`config.mk`:
```
export PLATFORM = sky130hd
export DESIGN_NAME = bus_timer
export DESIGN_NICKNAME = d
export VERILOG_FILES = /design/src/rtl/bus_timer_pkg.sv /design/src/rtl/timer_prescaler.sv /design/src/rtl/bus_timer.sv
export SDC_FILE = /design/constraint.sdc
export NUM_CORES = 1
export LEC_CHECK = 0
export ABC_AREA = 1
export BUFFER_PORTS_ARGS = -buffer_cell sky130_fd_sc_hd__buf_2
export CORE_MARGIN = 3
export CORE_UTILIZATION = 50
export CTS_BUF_LIST = sky130_fd_sc_hd__clkbuf_8
export CTS_CLUSTER_SIZE = 25
export DETAILED_ROUTE_END_ITERATION = 8
export PLACE_DENSITY_LB_ADDON = 0.15
export SYNTH_ARGS = -nofsm -noshare
export SYNTH_HDL_FRONTEND = slang
export SYNTH_SLANG_ARGS = --single-unit
export TNS_END_PERCENT = 10
```
`constraint.sdc`:
```
create_clock -name clk -period 2.2 [get_ports clk]
set_input_delay 0.11 -clock clk [delete_from_list [all_inputs] [get_ports clk]]
set_output_delay 0.11 -clock clk [all_outputs]
set_load 0.005 [all_outputs]
```
`src/rtl/bus_timer_pkg.sv`:
```
// Shared definitions for the machine timer: register offsets, CTRL bit indices,
// read FSM encoding and the byte-lane merge helper.
package bus_timer_pkg;

    localparam logic [7:0] OFF_MTIME_LO    = 8'h00;
    localparam logic [7:0] OFF_MTIME_HI    = 8'h04;
    localparam logic [7:0] OFF_MTIMECMP_LO = 8'h08;
    localparam logic [7:0] OFF_MTIMECMP_HI = 8'h0C;
    localparam logic [7:0] OFF_CTRL        = 8'h10;
    localparam logic [7:0] OFF_PRESCALE    = 8'h14;

    localparam int CTRL_EN_BIT     = 0;
    localparam int CTRL_IRQ_EN_BIT = 1;

    typedef enum logic {
        ST_IDLE = 1'b0,
        ST_RESP = 1'b1
    } rd_state_e;

    // Replace only the byte lanes selected by be; the rest keep old_word.
    function automatic logic [31:0] merge_bytes(input logic [31:0] old_word,
                                                input logic [31:0] new_word,
                                                input logic [3:0]  be);
        logic [31:0] result;
        result = old_word;
        for (int i = 0; i < 4; i++) begin
            if (be[i]) result[8*i +: 8] = new_word[8*i +: 8];
        end
        return result;
    endfunction

endpackage

```
`src/rtl/timer_prescaler.sv`:
```
// Prescale counter: emits a one-cycle tick every PRESCALE+1 enabled clocks.
// clear restarts the count from zero (used when software rewrites PRESCALE).
module timer_prescaler (
    input  logic        clk,
    input  logic        rst_n,
    input  logic        enable,
    input  logic [31:0] prescale,
    input  logic        clear,
    output logic        tick
);

    logic [31:0] count;

    assign tick = enable & (count == prescale);

    always_ff @(posedge clk or negedge rst_n) begin
        if (!rst_n) begin
            count <= 32'd0;
        end else if (clear) begin
            count <= 32'd0;
        end else if (enable) begin
            count <= tick ? 32'd0 : count + 32'd1;
        end
    end

endmodule

```
`src/rtl/bus_timer.sv`:
```
// Memory-mapped machine timer: 64-bit mtime/mtimecmp, CTRL and PRESCALE registers,
// two-cycle reads through a small FSM, and a registered level interrupt.
module bus_timer
    import bus_timer_pkg::*;
#(
    parameter int          ADDR_WIDTH     = 8,
    parameter logic [31:0] PRESCALE_RESET = 32'd0
) (
    input  logic                  clk,
    input  logic                  rst_n,
    input  logic                  select,
    input  logic [ADDR_WIDTH-1:0] bus_address,
    input  logic [31:0]           bus_write_data,
    input  logic [3:0]            bus_byte_enable,
    input  logic                  bus_write_enable,
    input  logic                  bus_read_enable,
    output logic [31:0]           bus_read_data,
    output logic                  bus_busy,
    output logic                  timer_interrupt_request
);

    localparam logic [ADDR_WIDTH-1:0] WORD_MASK   = ~ADDR_WIDTH'(3);
    localparam logic [ADDR_WIDTH-1:0] A_MTIME_LO  = ADDR_WIDTH'(OFF_MTIME_LO);
    localparam logic [ADDR_WIDTH-1:0] A_MTIME_HI  = ADDR_WIDTH'(OFF_MTIME_HI);
    localparam logic [ADDR_WIDTH-1:0] A_CMP_LO    = ADDR_WIDTH'(OFF_MTIMECMP_LO);
    localparam logic [ADDR_WIDTH-1:0] A_CMP_HI    = ADDR_WIDTH'(OFF_MTIMECMP_HI);
    localparam logic [ADDR_WIDTH-1:0] A_CTRL      = ADDR_WIDTH'(OFF_CTRL);
    localparam logic [ADDR_WIDTH-1:0] A_PRESCALE  = ADDR_WIDTH'(OFF_PRESCALE);

    logic [63:0] mtime;
    logic [63:0] mtimecmp;
    logic [1:0]  ctrl;
    logic [31:0] prescale;
    logic        tick;

    rd_state_e   state;
    rd_state_e   state_next;
    logic        busy_comb;
    logic        capture;

    logic [ADDR_WIDTH-1:0] word_addr;
    logic        is_write;
    logic        is_read;
    logic        wr_mtime_lo, wr_mtime_hi, wr_cmp_lo, wr_cmp_hi, wr_ctrl, wr_prescale;
    logic [63:0] mtime_inc;
    logic [31:0] read_mux;

    // Both enables high counts as a store, so a read is only a read without we.
    assign word_addr = bus_address & WORD_MASK;
    assign is_write  = select & bus_write_enable;
    assign is_read   = select & bus_read_enable & ~bus_write_enable;

    assign wr_mtime_lo = is_write & (word_addr == A_MTIME_LO);
    assign wr_mtime_hi = is_write & (word_addr == A_MTIME_HI);
    assign wr_cmp_lo   = is_write & (word_addr == A_CMP_LO);
    assign wr_cmp_hi   = is_write & (word_addr == A_CMP_HI);
    assign wr_ctrl     = is_write & (word_addr == A_CTRL);
    assign wr_prescale = is_write & (word_addr == A_PRESCALE);

    timer_prescaler u_prescaler (
        .clk      (clk),
        .rst_n    (rst_n),
        .enable   (ctrl[CTRL_EN_BIT]),
        .prescale (prescale),
        .clear    (wr_prescale),
        .tick     (tick)
    );

    // Software writes land on top of the incremented value so a tick is never lost.
    assign mtime_inc = tick ? mtime + 64'd1 : mtime;

    always_ff @(posedge clk or negedge rst_n) begin
        if (!rst_n) begin
            mtime    <= 64'd0;
            mtimecmp <= 64'hFFFF_FFFF_FFFF_FFFF;
            ctrl     <= 2'b11;
            prescale <= PRESCALE_RESET;
        end else begin
            mtime[31:0]  <= wr_mtime_lo ? merge_bytes(mtime_inc[31:0], bus_write_data, bus_byte_enable)
                                        : mtime_inc[31:0];
            mtime[63:32] <= wr_mtime_hi ? merge_bytes(mtime_inc[63:32], bus_write_data, bus_byte_enable)
                                        : mtime_inc[63:32];
            if (wr_cmp_lo) mtimecmp[31:0]  <= merge_bytes(mtimecmp[31:0], bus_write_data, bus_byte_enable);
            if (wr_cmp_hi) mtimecmp[63:32] <= merge_bytes(mtimecmp[63:32], bus_write_data, bus_byte_enable);
            if (wr_ctrl && bus_byte_enable[0]) ctrl <= bus_write_data[1:0];
            if (wr_prescale) prescale <= merge_bytes(prescale, bus_write_data, bus_byte_enable);
        end
    end

    always_comb begin
        read_mux = 32'd0;
        case (word_addr)
            A_MTIME_LO: read_mux = mtime[31:0];
            A_MTIME_HI: read_mux = mtime[63:32];
            A_CMP_LO:   read_mux = mtimecmp[31:0];
            A_CMP_HI:   read_mux = mtimecmp[63:32];
            A_CTRL:     read_mux = {30'd0, ctrl};
            A_PRESCALE: read_mux = prescale;
            default:    read_mux = 32'd0;
        endcase
    end

    // Read handshake: busy is high for the IDLE request cycle only; data is
    // captured at that edge and presented (busy low) during RESP.
    always_comb begin
        state_next = state;
        busy_comb  = 1'b0;
        capture    = 1'b0;
        case (state)
            ST_IDLE: begin
                if (is_read) begin
                    busy_comb  = 1'b1;
                    capture    = 1'b1;
                    state_next = ST_RESP;
                end
            end
            ST_RESP: state_next = ST_IDLE;
            default: state_next = ST_IDLE;
        endcase
    end

    // Gated with rst_n so a read caught by reset releases the core at once.
    assign bus_busy = busy_comb & rst_n;

    always_ff @(posedge clk or negedge rst_n) begin
        if (!rst_n) begin
            state                   <= ST_IDLE;
            bus_read_data           <= 32'd0;
            timer_interrupt_request <= 1'b0;
        end else begin
            state                   <= state_next;
            if (capture) bus_read_data <= read_mux;
            timer_interrupt_request <= ctrl[CTRL_IRQ_EN_BIT] & (mtime >= mtimecmp);
        end
    end

endmodule
```
==> out/results.tsv <==
metric	value	unit
Post-synth EDFFs	0	
core area	0.03164	mm^2
post-synthesis sequential area ratio	36.02	%
DRC	0	
routed length per instance	20.44	um
Total Nets Final	2768	
gr usage total	36.87	%
Peak VDD IR	0.0005877	V
Slew Viols, Final	0	
worst path cell trace	nand2_1, nor2_1, nand2_1, nor2_1, nand2_1, o21ai_0, nand2_1, nand3_1, nand3_1, nand2_1, inv_1	
drt pass-1 iters	6	
Remaining Overflow, GRT	0	
crit-path max FO	5	
fmax	475.0	MHz
number of global-route vias before repair	16451	
library cells used by synthesis	43	
final number of hold-violating endpoints	0	
CTS max path bufs	3	
dominant cells by area after synthesis	dfrtp_1 (25%), nand2_1 (19%), dfstp_2 (11%)	
Critical Path End Type	flip-flop	
PnR Total Power	12560	uW
Req. time, crit path	2680	ps
post-DP HPWL	50.07	mm
Sw Pwr	4414	uW
FF-to-FF End	mtime[57]$_DFF_PN0_	
first-pass GRT wire length	95.49	mm
drt total wl	63.14	mm
num rows	65	
Slowest cell on crit path	dfrtp_1	
count of input and output buffers	80	
clock share of power	34.6	%
reg2reg path depth	11	
critical setup path kind	reg2reg	
Power per Cell Area	657.0	mW/mm^2
worst setup path start	mtime[26]$_DFF_PN0_	
Worst Tran Pin Value	678.9	ps
Pleak	0.009548	uW
CTS Buf Count	42	
share of the synthesized area in the top cell type	25.23	%
Reg-to-Reg Start	mtime[26]$_DFF_PN0_	
final-report setup violation count	0	
GRT met1 Usage	48.00	%
Mapped Cells	2422	
Setup Skew	23.07	ps
DRT iter0 DRCs	1687	
part of the power in registers	39.7	%
die width	185.3	um
fillers	3035	
largest net degree at the start of global routing	99	
met2 usage	60.38	%
setup slack, reg-to-reg	90	ps
Top Usage Layer GRT	met2	
Area Overhead vs Synth	19.00	%
initial antenna violation count	0	
ant diodes	0	
M3 GR Usage	6.167	%
remaining antenna violation count	0	
Die ar.	0.03432	mm^2
Slew HR	54.32	%
CTS tree	done	
Main synth FF type	dfrtp_1	
synth cell count leaders	nand2_1 (807), inv_1 (308), nor2_1 (248)	
final period demand of the worst path	2105	ps
Util after Layout	60.44	%
Die Span Y	185.3	um
Startpoint Class	flip-flop	
Setup crit end	mtime[57]$_DFF_PN0_	
Final Wtd Congestion	1.034	
Num Clock Sinks	228	
Ports	83	
FFs w/ async S/R, synth	100.0	%
Yosys top cell by area	dfrtp_1	
root buffer cell	clkbuf_8	
Logic pwr share	25.6	%
unrepaired setup endpoints after global routing	true	
Worst-path clk slew	70	ps
vias	17264	
post-DR vias/cell	5.589	
most frequent CP cell	nand2_1	
Warnings, synthesis	0	
Syn Nets	2537	
fraction of layout instances using a drive strength above 1	17.08	%
WP data arrival	2580	ps
Avg Inst Size Synth	6.634	um^2
clk_lat worst skew	580	ps
Max-Cap Viols	0	
FF+latch count, synth	228	
Worst Hold Class	in2reg	
H-Tree Depth	2	
internal power	8150	uW
most numerous cell in the Yosys netlist	nand2_1	
Starting Density	50.79	%
switching share of total power	35.13	%
period utilisation layout	95.70	%
Cell Area, Synth	0.01607	mm^2
status	finished clean	
CP peak stage delay	500	ps
## sequential cells by signal, summed over array words and instances, names as in the netlist
name,count
ctrl,2
timer_interrupt_request,1
prescale,32
u_prescaler.count,32
mtimecmp,64
state,1
mtime,64
bus_read_data,32
## kinds of logic (layout without fill, tap and decap cells)
group | count (synthesis) | after routing | share of synthesized area (%)
and+or+nand+nor | 1351 | 1351 | 34.85
buffers and inverters | 414 | 679 | 10.42
AOI/OAI and AO/OA | 315 | 315 | 10.96
DFF | 228 | 228 | 36.02
adders and majority gates | 66 | 66 | 5.139
xor gates and xnor gates | 48 | 48 | 2.616
## routing by layer
layer,vias up,wire length [um]
met5,-,0
met4,0,3117
met3,163,5054
met1,8143,25880
li1,8204,-
met2,754,29090
## worst min-delay path by stage
| stage | from | end | slack [ps] | cells after the start |
|---|---|---|---|---|
| global placement | rst_n | bus_read_data[10]$_DFFE_PN0P_ | -20 | 1 |
| floorplan | rst_n | bus_read_data[0]$_DFFE_PN0P_ | -190 | 0 |
| global route | bus_byte_enable[3] | mtime[63]$_DFF_PN0_ | 60 | 6 |
| finish | bus_byte_enable[0] | ctrl[1]$_DFFE_PN1P_ | 20 | 5 |
| detailed placement | rst_n | mtime[15]$_DFF_PN0_ | -20 | 1 |
| CTS | bus_byte_enable[0] | ctrl[1]$_DFFE_PN1P_ | 3 | 5 |
## cell type report
cell class | count | area, um^2 | area share (%)
timing repair buffer | 249 | 1932 | 10.10
clock inverter | 24 | 146.4 | 0.7656
multi-input combinational | 1780 | 8682 | 45.41
tap | 402 | 503.0 | 2.631
inverter | 352 | 1321 | 6.910
sequential | 228 | 5793 | 30.30
clock buffer | 54 | 743.2 | 3.887
## metrics by stage
step	instances	setup TNS (ps)	hold WS [ps]	worst slack, ps	area (um^2)
after CTS	3088	0	3.182	20.25	19040
after global placement	2973	-25.79	-22.68	-25.79	17780
after global routing	3089	-30.85	60.41	-29.81	19120
final	3089	0	24.70	94.65	19120
after detailed placement	2973	-68.07	-19.86	-68.07	17780
after floorplan	2422	0	-185.6	338.0	16070
## power by group through the flow
stage | clock (uW) | combinational (uW) | sequential, uW
6_report | 4350 | 3220 | 4990
5_1_grt | 4590 | 3620 | 5030
4_1_cts | 4400 | 3140 | 4970
3_5_place_dp | 0 | 3080 | 5040
3_3_place_gp | 0 | 3020 | 5030
2_1_floorplan | 0 | 1920 | 4940
## what timing repair did
action,4_1_cts,5_1_grt
pin swaps,1,1
hold buffers,36,0
gates cloned,0,0
endpoints found under the hold margin,366,0
gates resized for setup,1,27
endpoints found under the setup margin,1,57
buffers inserted,1,1
## worst max-delay path: cells and delay by family (launching register included)
kind,cells,cell delay [ps]
buf+inv,1,30
compound gates,1,170
flops,1,500
simple gates,9,1310
## placed cells by master (no fill, tap or decap), types with 2 or more instances in the layout
cell type and instances:
bufinv_16 2, nor4_1 3, and2_1 2, nor3b_1 2, clkinv_2 3, o21ai_0 163, a31oi_1 3, nand2_2 39
clkbuf_8 54, nor2_2 24, buf_4 120, nor2_1 236, inv_2 43, a21oi_1 42, inv_1 326, a211oi_1 31
nand3_2 3, xor2_1 46, dfstp_2 66, dfrtp_1 158, clkinv_1 2, nand3_1 155, nor3_1 31, o21bai_1 2
dfrtp_2 4, a221oi_1 2, nand4_1 46, buf_2 79, ha_1 66, nor2_4 2, dlygate4sd3_1 36, nor3_2 3
o22ai_1 60, nand2_1 802, o21ai_1 6, buf_12 13, xnor2_1 2
No activity file was read; power rests on OpenSTA's default activity.
